==> src/rtl/booth_pkg.sv <==
// Shared types and defaults for the Booth operand loader and its multiplier.
package booth_pkg;

  localparam int BOOTH_WIDTH       = 8;
  localparam int BOOTH_SYNC_STAGES = 2;
  localparam int BOOTH_TIMEOUT     = 4 * BOOTH_WIDTH;

  typedef enum logic [2:0] {
    IDLE   = 3'b000,
    LOAD_B = 3'b001,
    REQ    = 3'b010,
    BUSY   = 3'b011,
    SHOW   = 3'b100
  } loader_state_t;

  // Presses arriving while the multiplier owns the operands are reported as dropped.
  function automatic logic is_locked(loader_state_t s);
    return (s == REQ) || (s == BUSY);
  endfunction

endpackage

==> src/rtl/booth_operand_loader_if.sv <==
// Switch/press inputs, multiplier handshake and display outputs of the operand loader.
interface booth_operand_loader_if #(
  parameter int WIDTH = booth_pkg::BOOTH_WIDTH
);

  logic [WIDTH-1:0]   sw;
  logic               press;
  logic               start_ready;
  logic               mul_done;
  logic [2*WIDTH-1:0] mul_product;
  logic [WIDTH-1:0]   op_a;
  logic [WIDTH-1:0]   op_b;
  logic               start_valid;
  logic [2*WIDTH-1:0] result;
  logic [2:0]         stage;
  logic               timeout_err;
  logic               dropped;

  modport master (
    output sw, press, start_ready, mul_done, mul_product,
    input  op_a, op_b, start_valid, result, stage, timeout_err, dropped
  );

  modport slave (
    input  sw, press, start_ready, mul_done, mul_product,
    output op_a, op_b, start_valid, result, stage, timeout_err, dropped
  );

endinterface

==> src/rtl/booth_operand_loader_sw_synchronizer.sv <==
// Per-bit flop chain bringing the raw switch word into the clock domain.
module sw_synchronizer #(
  parameter int WIDTH       = 8,
  parameter int SYNC_STAGES = 2
) (
  input  logic             i_clk,
  input  logic             i_rst_n,
  input  logic [WIDTH-1:0] i_d,
  output logic [WIDTH-1:0] o_q
);

  logic [WIDTH-1:0] r_chain [SYNC_STAGES];

  always_ff @(posedge i_clk or negedge i_rst_n) begin
    if (!i_rst_n) begin
      for (int i = 0; i < SYNC_STAGES; i++) r_chain[i] <= '0;
    end else begin
      r_chain[0] <= i_d;
      for (int i = 1; i < SYNC_STAGES; i++) r_chain[i] <= r_chain[i-1];
    end
  end

  assign o_q = r_chain[SYNC_STAGES-1];

endmodule

==> src/rtl/booth_operand_loader.sv <==
// Captures two switch operands on successive presses, hands them to the Booth
// multiplier over valid/ready and holds the product for display.
//
//   state  | meaning
//   IDLE   | waiting for the press that captures operand A
//   LOAD_B | waiting for the press that captures operand B
//   REQ    | operands offered to the multiplier (start_valid high)
//   BUSY   | multiplier running, timeout timer counting
//   SHOW   | product displayed until the next press
module booth_operand_loader
  import booth_pkg::*;
#(
  parameter int WIDTH       = BOOTH_WIDTH,
  parameter int SYNC_STAGES = BOOTH_SYNC_STAGES,
  parameter int TIMEOUT     = BOOTH_TIMEOUT
) (
  input logic             i_clk,
  input logic             i_rst_n,
  booth_operand_loader_if.slave bus
);

  localparam int TW = $clog2(TIMEOUT + 1);

  loader_state_t      r_state, w_state_nxt;
  logic               r_press_q;
  logic [WIDTH-1:0]   r_op_a, w_op_a_nxt;
  logic [WIDTH-1:0]   r_op_b, w_op_b_nxt;
  logic [2*WIDTH-1:0] r_result, w_result_nxt;
  logic               r_start_valid, w_start_valid_nxt;
  logic               r_timeout_err, w_timeout_err_nxt;
  logic               r_dropped, w_dropped_nxt;
  logic [TW-1:0]      r_timer, w_timer_nxt;
  logic [WIDTH-1:0]   w_sw_sync;
  logic               w_press_evt;

  sw_synchronizer #(
    .WIDTH       (WIDTH),
    .SYNC_STAGES (SYNC_STAGES)
  ) u_sw_sync (
    .i_clk   (i_clk),
    .i_rst_n (i_rst_n),
    .i_d     (bus.sw),
    .o_q     (w_sw_sync)
  );

  // A strobe held for several cycles must count as a single press.
  assign w_press_evt = bus.press & ~r_press_q;

  always_ff @(posedge i_clk or negedge i_rst_n) begin
    if (!i_rst_n) begin
      r_state       <= IDLE;
      r_press_q     <= 1'b0;
      r_op_a        <= '0;
      r_op_b        <= '0;
      r_result      <= '0;
      r_start_valid <= 1'b0;
      r_timeout_err <= 1'b0;
      r_dropped     <= 1'b0;
      r_timer       <= '0;
    end else begin
      r_state       <= w_state_nxt;
      r_press_q     <= bus.press;
      r_op_a        <= w_op_a_nxt;
      r_op_b        <= w_op_b_nxt;
      r_result      <= w_result_nxt;
      r_start_valid <= w_start_valid_nxt;
      r_timeout_err <= w_timeout_err_nxt;
      r_dropped     <= w_dropped_nxt;
      r_timer       <= w_timer_nxt;
    end
  end

  always_comb begin
    w_state_nxt       = r_state;
    w_op_a_nxt        = r_op_a;
    w_op_b_nxt        = r_op_b;
    w_result_nxt      = r_result;
    w_timeout_err_nxt = r_timeout_err;
    w_timer_nxt       = r_timer;
    w_dropped_nxt     = w_press_evt & is_locked(r_state);

    case (r_state)
      IDLE: begin
        if (w_press_evt) begin
          w_op_a_nxt  = w_sw_sync;
          w_state_nxt = LOAD_B;
        end
      end
      LOAD_B: begin
        if (w_press_evt) begin
          w_op_b_nxt  = w_sw_sync;
          w_state_nxt = REQ;
        end
      end
      REQ: begin
        if (r_start_valid && bus.start_ready) begin
          w_timer_nxt = '0;
          w_state_nxt = BUSY;
        end
      end
      BUSY: begin
        // A completion on the expiry edge still counts as success.
        if (bus.mul_done) begin
          w_result_nxt = bus.mul_product;
          w_state_nxt  = SHOW;
        end else if (r_timer == TW'(TIMEOUT - 1)) begin
          w_timeout_err_nxt = 1'b1;
          w_state_nxt       = IDLE;
        end else if (r_timer < TW'(TIMEOUT)) begin
          w_timer_nxt = r_timer + 1'b1;
        end
      end
      SHOW: begin
        if (w_press_evt) begin
          w_op_a_nxt        = w_sw_sync;
          w_op_b_nxt        = '0;
          w_timeout_err_nxt = 1'b0;
          w_state_nxt       = LOAD_B;
        end
      end
      default: begin
        w_state_nxt = IDLE;
      end
    endcase

    w_start_valid_nxt = (w_state_nxt == REQ);
  end

  assign bus.op_a        = r_op_a;
  assign bus.op_b        = r_op_b;
  assign bus.result      = r_result;
  assign bus.start_valid = r_start_valid;
  assign bus.timeout_err = r_timeout_err;
  assign bus.dropped     = r_dropped;
  assign bus.stage       = (r_state > SHOW) ? IDLE : r_state;

endmodule
==> src/flat_wrapper.sv <==
// flat-port wrapper written by rule: the top's interface ports become plain ports
module booth_operand_loader_flat import booth_pkg::*;
#(
  parameter int WIDTH       = BOOTH_WIDTH,
  parameter int SYNC_STAGES = BOOTH_SYNC_STAGES,
  parameter int TIMEOUT     = BOOTH_TIMEOUT
)
  (i_clk, i_rst_n, bus_sw, bus_press, bus_start_ready, bus_mul_done, bus_mul_product, bus_op_a, bus_op_b, bus_start_valid, bus_result, bus_stage, bus_timeout_err, bus_dropped);
  booth_operand_loader_if #(.WIDTH(WIDTH)) bus_i ();
  input logic i_clk;
  input logic i_rst_n;
  input wire logic [$bits(bus_i.sw)-1:0] bus_sw;
  input wire logic [$bits(bus_i.press)-1:0] bus_press;
  input wire logic [$bits(bus_i.start_ready)-1:0] bus_start_ready;
  input wire logic [$bits(bus_i.mul_done)-1:0] bus_mul_done;
  input wire logic [$bits(bus_i.mul_product)-1:0] bus_mul_product;
  output wire logic [$bits(bus_i.op_a)-1:0] bus_op_a;
  output wire logic [$bits(bus_i.op_b)-1:0] bus_op_b;
  output wire logic [$bits(bus_i.start_valid)-1:0] bus_start_valid;
  output wire logic [$bits(bus_i.result)-1:0] bus_result;
  output wire logic [$bits(bus_i.stage)-1:0] bus_stage;
  output wire logic [$bits(bus_i.timeout_err)-1:0] bus_timeout_err;
  output wire logic [$bits(bus_i.dropped)-1:0] bus_dropped;
  assign bus_i.sw = bus_sw;
  assign bus_i.press = bus_press;
  assign bus_i.start_ready = bus_start_ready;
  assign bus_i.mul_done = bus_mul_done;
  assign bus_i.mul_product = bus_mul_product;
  assign bus_op_a = bus_i.op_a;
  assign bus_op_b = bus_i.op_b;
  assign bus_start_valid = bus_i.start_valid;
  assign bus_result = bus_i.result;
  assign bus_stage = bus_i.stage;
  assign bus_timeout_err = bus_i.timeout_err;
  assign bus_dropped = bus_i.dropped;
  booth_operand_loader #(.WIDTH(WIDTH), .SYNC_STAGES(SYNC_STAGES), .TIMEOUT(TIMEOUT)) u_core (.i_clk(i_clk), .i_rst_n(i_rst_n), .bus(bus_i));
endmodule
==> config.mk <==
export PLATFORM = sky130hd
export DESIGN_NAME = booth_operand_loader_flat
export DESIGN_NICKNAME = d
export VERILOG_FILES = /design/src/rtl/booth_pkg.sv /design/src/rtl/booth_operand_loader_if.sv /design/src/rtl/booth_operand_loader_sw_synchronizer.sv /design/src/rtl/booth_operand_loader.sv /design/src/flat_wrapper.sv
export SDC_FILE = /design/constraint.sdc
export NUM_CORES = 1
export LEC_CHECK = 0
export CORE_UTILIZATION = 30
export CTS_CLUSTER_DIAMETER = 80
export DETAILED_ROUTE_END_ITERATION = 12
export DONT_BUFFER_PORTS = 1
export HOLD_SLACK_MARGIN = 0.03
export PLACE_DENSITY = 0.41
export SLEW_MARGIN = 10
export SYNTH_ARGS = -nofsm -noshare
export SYNTH_HDL_FRONTEND = slang
export SYNTH_HIERARCHICAL = 1
export SYNTH_SLANG_ARGS = --single-unit
==> constraint.sdc <==
create_clock -name i_clk -period 3.2 [get_ports i_clk]
set_clock_uncertainty 0.1 [all_clocks]
set_input_delay 0.48 -clock i_clk [delete_from_list [all_inputs] [get_ports i_clk]]
set_output_delay 0.48 -clock i_clk [all_outputs]
set_load 0.01 [all_outputs]
# Yosys cells after proc, flatten, opt, wreduce, memory -nomap -nowiden
# Cells that the tools add are included.
# totals
regBits,61
input_bits,29
wordCells,61
# op_classes
addsub,1
order_cmp,2
eq_ne,13
n_mux,19
bitwise,3
reduce_logical,12
# ops
cell,n
$mux W6,4
$mux W3,6
$mux W8,2
$pmux W8 S2,1
$pmux W3 S4,1
$pmux W6 S2,1
$ne A2 B2 Y1 const B,5
$eq A3 B2 Y1 const B,3
$add A6 B1 Y6 const B,1
$eq A6 B5 Y1 const B,1
$lt A6 B6 Y1 const B,1
$reduce_bool A2 Y1,3
$reduce_and A5 Y1,1
$ne A2 B1 Y1 const B,2
$reduce_and A2 Y1,2
$reduce_and A4 Y1,1
$eq A3 B1 Y1 const B,1
$eq A3 B3 Y1 const B,1
$gt A3 B3 Y1 const B,1
$logic_not A3 Y1,1
$mux W1,3
$reduce_and A3 Y1,1
$and A1 B1 Y1,2
$pmux W1 S2,1
4 further kinds,4

# Depth between registers and ports, before layout
# Gate-level depths: netlist of the first run.
# logic_depth
depth_word,5
ltp_mapped,5
depth_no_buf,4

# By module
# The synthesis of the first run kept the hierarchy.
# modules_own_cells
mod,n_inst,cells_per_inst,area_per_inst_um2,seq_area_each_um2
booth_operand_loader,1,136,1876.8,1126.1
sw_synchronizer,1,24,460.4,400.4

# Worst setup path after synthesis of the first run
# No wires, ideal clock.
# synth_path
path_type,register -> register
from,register u_core.r_timer[0]
to,register u_core.r_state[0]
setup_time_ns,0.139
arrival_ns,1.407
slack_ns,1.554
stages_incl_launch_ff,5
n_path_buf,0
synth_period_minus_slack_ns,1.646
path_cell_list,dfrtp_1 ha_1 nor2b_1 a21oi_1 or4_1
# synth_via
elab_chain_cells,4
# synth_rtl
item,line,text
start: declaration,booth_operand_loader.sv:32,"logic [TW-1:0] r_timer, w_timer_nxt;"
start signal: assignment,booth_operand_loader.sv:69,r_timer <= w_timer_nxt;
$eq A6 B5 Y1,booth_operand_loader.sv:106,end else if (r_timer == TW'(TIMEOUT - 1)) begin
$mux W3,booth_operand_loader.sv:106,
$mux W3,booth_operand_loader.sv:103,if (bus.mul_done) begin
$pmux W3 S4,booth_operand_loader.sv:82,case (r_state)
via u_core.w_state_nxt[0],booth_operand_loader.sv:24,"loader_state_t r_state, w_state_nxt;"
end signal: assignment,booth_operand_loader.sv:61,r_state <= w_state_nxt;
end: declaration,booth_operand_loader.sv:24,
# The timed path passes the listed nets, and every way through them passes these cells.
# A chain may end at the register's enable or synchronous reset.

# Worst setup path after layout of the first run
# layout_path
from,register u_core.r_state[0]
to,output port bus_stage[2]
# layout_via
elab_chain_cells,2
# layout_rtl
item,line,text
$gt A3 B3 Y1,booth_operand_loader.sv:135,assign bus.stage = (r_state > SHOW) ? IDLE : r_state;
$mux W3,booth_operand_loader.sv:135,
end: declaration,flat_wrapper.sv:21,output wire logic [$bits(bus_i.stage)-1:0] bus_stage;
# Every way passes these cells.

==> impl_metrics.yaml, run 1 <==
flow_run:
  cap_viol_max_count: 0
floorplanning:
  floorplan.initialDensity: 0.3155
  die_w_um: 90.27
  fp.dieArea_um2: 8148
  area_of_the_core_um2: 7408
  number_of_placement_rows: 31
  io_pins: 67
  die_height_um: 90.27
placed_design:
  placed_cell_area_um2: 2374
  dp.cells: 247
  dpl_worst_slack_ps: 1347
  place_congestion: 0.7588
  buffer_ports.inserted: 0
  place_hpwl_um: 3036
sta:
  final_max_slew_viol_count: 0
  timing.max_slew.rel_slack: 0.5379
  timing.final.crit_share: 0.6517
  setup_total_negative_slack_ps: 0
  report.final.setup_viol: 0
  timing.fmax_mhz: 479.6
  worst-slew-pin-transition_ps: 691.7
  hold_violations: 0
  grt_setup_unrepaired: "no"
  post-route-min-period_ps: 2085
  holdWs_ps: 68.32
  final_critical_path_setup_slack_ps: 1115
logic_synthesis:
  synth_fa_ha_area_frac: 0.005353
  synth.lib_cells_used.distinct: 33
  synthesis.area_um2: 2337
  async_set_reset_flop_share_out_of_synthesis: 1.000
  synthesized_netlist_net_count: 190
  synth.most_common_cell: "sky130_fd_sc_hd__dfrtp_1"
  synth_top_area_frac: 0.6531
  synth.cells.most_frequent: "sky130_fd_sc_hd__dfrtp_1 (61), sky130_fd_sc_hd__mux2_2 (15), sky130_fd_sc_hd__buf_4 (11), sky130_fd_sc_hd__mux2_1 (9), sky130_fd_sc_hd__a22o_1 (8)"
  combinational_family_with_the_most_area_after_synthesis: "multiplexers"
  synth.top_cells.by_area: "sky130_fd_sc_hd__dfrtp_1 (65%), sky130_fd_sc_hd__mux2_2 (7.2%), sky130_fd_sc_hd__mux2_1 (4.3%)"
  yosys-mux-area-fraction: 0.1328
  synth-compound-area-share: 0.06906
  ys_seq_area_frac: 0.6531
  synth_cells: 160
  post_synth_xor_area_fraction: 0.003747
  yosys_warnings: 6
  post_synthesis_area_per_instance_um2: 14.61
  postSynth.topFlopCell: "sky130_fd_sc_hd__dfrtp_1"
  synth_largest_area_cell: "sky130_fd_sc_hd__dfrtp_1"
  synth-edff-count: 0
  post_synth_and_or_nand_nor_area_fraction: 0.09047
  yosys_register_bits: 61
clocking:
  cts_h_tree_depth: 3
  clkLatencyLatePin_ps: 330
  post_cts_hold_buffer_count: 2
  total_clock_buffers_created_by_cts: 9
  clock_sink_count: 61
  ctsLongestPathBuffers: 2
  cts_tree: "done"
  postCtsSetupRepairBufs: 0
  clk_pin_slew_worst_paths_ps: 70
  clockRootBuffer: "sky130_fd_sc_hd__clkbuf_8"
  post_cts.resized_instances: 0
worst_setup_path:
  timing.critical_path.fanout_max: 10
  critPathRequiredTime_ps: 2620
  category_of_the_most_critical_setup_path: "flop to output port"
  critical-path-max-stage-delay_ps: 640
  crit_path_start_kind: "flop"
  crit_path_end_kind: "output port"
  worst-endpoint-arrival_ps: 1510
  worst_path_dominant_cell_family: "simple AND/OR/NAND/NOR gates"
  cpMaxStageDelayCell: "sky130_fd_sc_hd__nor3b_1"
  critPathBufInv: 0
  crit_chain: "nor3b_1"
power:
  pwr-share-clk: 0.280
  power.share.combinational: 0.177
  power.ir.vdd_worst_uv: 344.6
  total_power_mw: 2.498
  power_density_nw_per_um2: 935.8
  total_switching_power_mw: 0.8448
  share_seq_of_total_power: 0.543
  power.internal_mw: 1.653
  switching_share: 0.3383
  leakagePower_nw: 1.162
detailed_routing:
  wl_um: 4482
  drt_pre_antenna_iters: 4
  drt.antenna.violating_nets: 0
  wl_per_cell_um: 16.60
  detailroute.via_count: 1270
  dr.first_iter.drc_count: 42
  viasPerCell: 4.704
  drt_drc_violations_left: 0
layout:
  final_layout_size_suffix_gt1_frac: 0.2164
  diodes: 0
  fin_cells: 270
  postLayoutCoreUtil: 0.3602
  design.final.nets: 196
  post-route-cell-area_um2: 2669
  area_growth_syn_to_layout_pct: 14.19
hold_path:
  holdCritPathClass: "input pin to flop"
global_route:
  maximum_number_of_pins_on_one_net_before_global_route_repair: 62
  grt_antenna_before_repair: 0
  grt_pass1_vias: 1377
  grt_overflow_total: 0
  grt_first_pass_wirelength_um: 7389
  grt_use_total: 0.1227
outcome:
  run_status: "finished, final reports clean"
-- metal layers --
metal  GRT usage  up-vias  wire length (um)
met5           0        -                 0
met4     0.04839        0                66
met3     0.06650        6               346
met2      0.1870       40              2195
met1      0.1443      648              1874
li1            -      576                 -
-- registers in the layout (all words and copies together) (netlist names) --
signal and cells:
u_core/bus.result 16, u_core/bus.op_a 8, u_core/bus.op_b 8, u_core/u_sw_sync/o_q 8
u_core/u_sw_sync/r_chain 8, u_core/r_timer 6, u_core/r_state 3, u_core/bus.dropped 1
u_core/bus.start_valid 1, u_core/bus.timeout_err 1, u_core/r_press_q 1
-- cells by family after synthesis --
kind of cell | Yosys count
adder cells (fa/ha/maj) | 1
buffers and inverters | 17
AND/OR/NAND/NOR | 29
XOR/XNOR | 1
AO/OA/AOI/OAI | 23
multiplexers | 28
flip-flops | 61
-- power groups by stage --
| stage | Sequential (mW) | Combinational, mW | Clock, mW |
|---|---|---|---|
| finish | 1.36 | 0.441 | 0.700 |
| global route | 1.40 | 0.501 | 0.764 |
| CTS | 1.37 | 0.446 | 0.733 |
| global placement | 1.37 | 0.405 | 0 |
| detailed placement | 1.37 | 0.429 | 0 |
| floorplan | 1.26 | 0.420 | 0 |
-- worst paths after layout --
check	end	cells past startpoint	startpoint	slack, ps
max	bus_stage[2]	1	u_core/r_state[0]	1110
min in group asynchronous	u_core/u_sw_sync/r_chain[10]	2	i_rst_n	560
max reg2reg	u_core/r_state[0]	4	u_core/r_timer[0]	1320
min reg2reg	u_core/u_sw_sync/o_q[0]	0	u_core/u_sw_sync/r_chain[8]	250
min	u_core/u_sw_sync/r_chain[8]	0	bus_sw[0]	70
max in group asynchronous	u_core/r_timer[4]	2	i_rst_n	2190
-- layout by cell type, fill, tap and decap left out, types with 2 or more instances in the layout --
cell,instances
sky130_fd_sc_hd__mux2_1,9
sky130_fd_sc_hd__or4_1,2
sky130_fd_sc_hd__nor3_1,3
sky130_fd_sc_hd__clkbuf_8,10
sky130_fd_sc_hd__mux2_2,15
sky130_fd_sc_hd__nand2b_1,2
sky130_fd_sc_hd__inv_6,2
sky130_fd_sc_hd__a211oi_1,2
sky130_fd_sc_hd__nand2_1,3
sky130_fd_sc_hd__inv_1,5
sky130_fd_sc_hd__nor2b_1,4
sky130_fd_sc_hd__nand3_1,3
sky130_fd_sc_hd__clkinvlp_4,3
sky130_fd_sc_hd__dfrtp_1,61
sky130_fd_sc_hd__a22o_1,8
sky130_fd_sc_hd__nor2_1,2
sky130_fd_sc_hd__nand4bb_1,2
sky130_fd_sc_hd__o21ai_0,4
sky130_fd_sc_hd__mux2i_1,4
sky130_fd_sc_hd__a21oi_1,5
sky130_fd_sc_hd__dlygate4sd3_1,6
-- layout make-up --
| cell class | instances | area, um2 |
|---|---|---|
| Fill cell | 740 | 4740 |
| Sequential cell | 61 | 1526 |
| Multi-Input combinational cell | 82 | 704.4 |
| Clock buffer | 10 | 137.6 |
| Tap cell | 99 | 123.9 |
| Timing Repair Buffer | 7 | 87.58 |
| Clock inverter | 6 | 70.07 |
| Inverter | 5 | 18.77 |
Power figures use the tool's default switching activity.
==> inputs of run 2 (changes only) <==
--- a/config.mk
+++ b/config.mk
@@ -10,7 +10,7 @@
 export DETAILED_ROUTE_END_ITERATION = 12
 export DONT_BUFFER_PORTS = 1
 export HOLD_SLACK_MARGIN = 0.03
-export PLACE_DENSITY = 0.41
+export PLACE_DENSITY = 0.42
 export SLEW_MARGIN = 10
 export SYNTH_ARGS = -nofsm -noshare
 export SYNTH_HDL_FRONTEND = slang
==> constraint.sdc (replaced) <==
create_clock -name i_clk -period 1.9 [get_ports i_clk]
set_clock_uncertainty 0.1 [all_clocks]
set_input_delay 0.285 -clock i_clk [delete_from_list [all_inputs] [get_ports i_clk]]
set_output_delay 0.285 -clock i_clk [all_outputs]
set_load 0.01 [all_outputs]
==> impl_metrics.yaml, run 2 (same netlist as run 1, synthesis figures left out) <==
outcome:
  run_status: "finished, final reports clean"
global_route:
  grt_first_pass_wirelength_um: 7817
  grt_overflow_total: 0
  grt_pass1_vias: 1509
  grt_antenna_before_repair: 0
  grt_use_total: 0.1278
  maximum_number_of_pins_on_one_net_before_global_route_repair: 62
layout:
  post-route-cell-area_um2: 2860
  postLayoutCoreUtil: 0.3861
  multi_input_comb_area_um2: 704.4
  design.final.nets: 221
  n_fill_cell: 696
  diodes: 0
  area_growth_syn_to_layout_pct: 22.38
  mostFrequentLayoutCell: "sky130_fd_sc_hd__dfrtp_1"
  final_layout_size_suffix_gt1_frac: 0.1990
  area.sequential_um2: 1526
  layout_common_cells: "sky130_fd_sc_hd__dfrtp_1 (61), sky130_fd_sc_hd__dlygate4sd3_1 (27), sky130_fd_sc_hd__mux2_2 (15), sky130_fd_sc_hd__clkbuf_8 (9), sky130_fd_sc_hd__mux2_1 (9)"
  largest_register_ff_count: 16
sta:
  post-route-min-period_ps: 1719
  worst-slew-pin-transition_ps: 580.4
  grt_setup_unrepaired: "no"
  report.final.setup_viol: 0
  holdWs_ps: 170.2
  timing.final.crit_share: 0.9047
  final_max_slew_viol_count: 0
  timing.max_slew.rel_slack: 0.6109
  setup_total_negative_slack_ps: 0
  timing.fmax_mhz: 581.8
  hold_violations: 0
  final_critical_path_setup_slack_ps: 181.1
worst_setup_path:
  crit_path_start_kind: "flop"
  timing.critical_path.fanout_max: 17
  critPathRequiredTime_ps: 2010
  category_of_the_most_critical_setup_path: "flop to flop"
  r2r_cells: 3
  crit_path_end_kind: "flop"
  worst-endpoint-arrival_ps: 1830
placed_design:
  placed_cell_area_um2: 2404
  buffer_ports.inserted: 0
  place_hpwl_um: 2968
  dpl_worst_slack_ps: 186.7
  place_congestion: 0.8104
detailed_routing:
  dr.first_iter.drc_count: 47
  drt_pre_antenna_iters: 4
  met3_length_um: 263
  topRoutingLayerUsed: "met4"
  drt_drc_violations_left: 0
  wl_um: 4762
  met2_length_um: 2322
  wirelength_met1_um: 2039
  drt.antenna.violating_nets: 0
  detailroute.via_count: 1378
  wl_per_cell_um: 16.14
  viasPerCell: 4.671
floorplanning:
  number_of_placement_rows: 31
  io_pins: 67
  fp.dieArea_um2: 8148
  area_of_the_core_um2: 7408
  floorplan.initialDensity: 0.3155
  die_w_um: 90.27
  die_height_um: 90.27
clocking:
  cts_tree: "done"
  clockRootBuffer: "sky130_fd_sc_hd__clkbuf_8"
  total_clock_buffers_created_by_cts: 9
  clock_sink_count: 61
  postCtsSetupRepairBufs: 0
  ctsLongestPathBuffers: 2
  clkLatencyLatePin_ps: 330
  cts_h_tree_depth: 3
  clk_pin_slew_worst_paths_ps: 70
  post_cts.resized_instances: 0
power:
  power.ir.vdd_worst_uv: 544.9
  leakagePower_nw: 1.257
  power_density_nw_per_um2: 1411
flow_run:
  cap_viol_max_count: 0
hold_path:
  hold_crit_depth: 2
  holdCritPathClass: "input pin to flop"
[run 2: cell count changes in the layout (fill, tap and decap cells not counted)]
cell                            previous run  this run
sky130_fd_sc_hd__clkbuf_8                 10         9
sky130_fd_sc_hd__buf_4                     0         4
sky130_fd_sc_hd__clkbuf_1                  0         2
sky130_fd_sc_hd__clkinv_2                  0         4
sky130_fd_sc_hd__clkinvlp_4                3         1
sky130_fd_sc_hd__bufinv_16                 1         0
sky130_fd_sc_hd__inv_6                     2         0
sky130_fd_sc_hd__dlygate4sd3_1             6        27
[run 2: per-stage QoR]
stage / power (mW) / instances
final: 4.037 / 295
after global routing: 4.301 / 295
after CTS: 4.102 / 295
after detailed placement: 3.041 / 251
after global placement: 3.017 / 251
after floorplan: 2.834 / 160
[run 2: final cells by class]
class,count,share of cell area
Sequential cell,61,0.5337
Multi-Input combinational cell,82,0.2463
Timing Repair Buffer,32,0.1146
Clock buffer,11,0.04593
Tap cell,99,0.04331
Clock inverter,5,0.009624
Inverter,5,0.006562
[run 2: worst paths after layout]
kind / startpoint / endpoint / slack [ps]
min in group asynchronous: i_rst_n / u_core/r_press_q / 390
min reg2reg: u_core/u_sw_sync/r_chain[9] / u_core/u_sw_sync/o_q[1] / 240
max reg2reg: u_core/r_state[1] / u_core/bus.result[9] / 180
max in group asynchronous: i_rst_n / u_core/bus.start_valid / 1050
max: u_core/r_state[1] / u_core/bus.result[9] / 180
min: bus_press / u_core/bus.dropped / 170
[run 2: repair_timing]
action / in CTS / in global routing
hold buffers: 28 / 0
endpoints found under the hold margin: 87 / 0
setup endpoints to repair: 0 / 0
[run 2: critical path, cell delays in order (launching register included)]
cell and delay, ps:
sky130_fd_sc_hd__dfrtp_1 570, sky130_fd_sc_hd__and2b_2 290, sky130_fd_sc_hd__nand3_4 230, sky130_fd_sc_hd__mux2_1 390
[run 2: metal layers]
layer	vias up	global-route usage
met5	-	0
met4	0	0.08737
met3	11	0.04293
met2	41	0.1940
met1	705	0.1534
li1	621	-
[run 2: power breakdown]
group          switching, mW  leakage (nW)  internal (mW)
combinational          0.352         0.428          0.454
clock                  0.489        0.0829          0.464
sequential             0.546         0.747           1.73
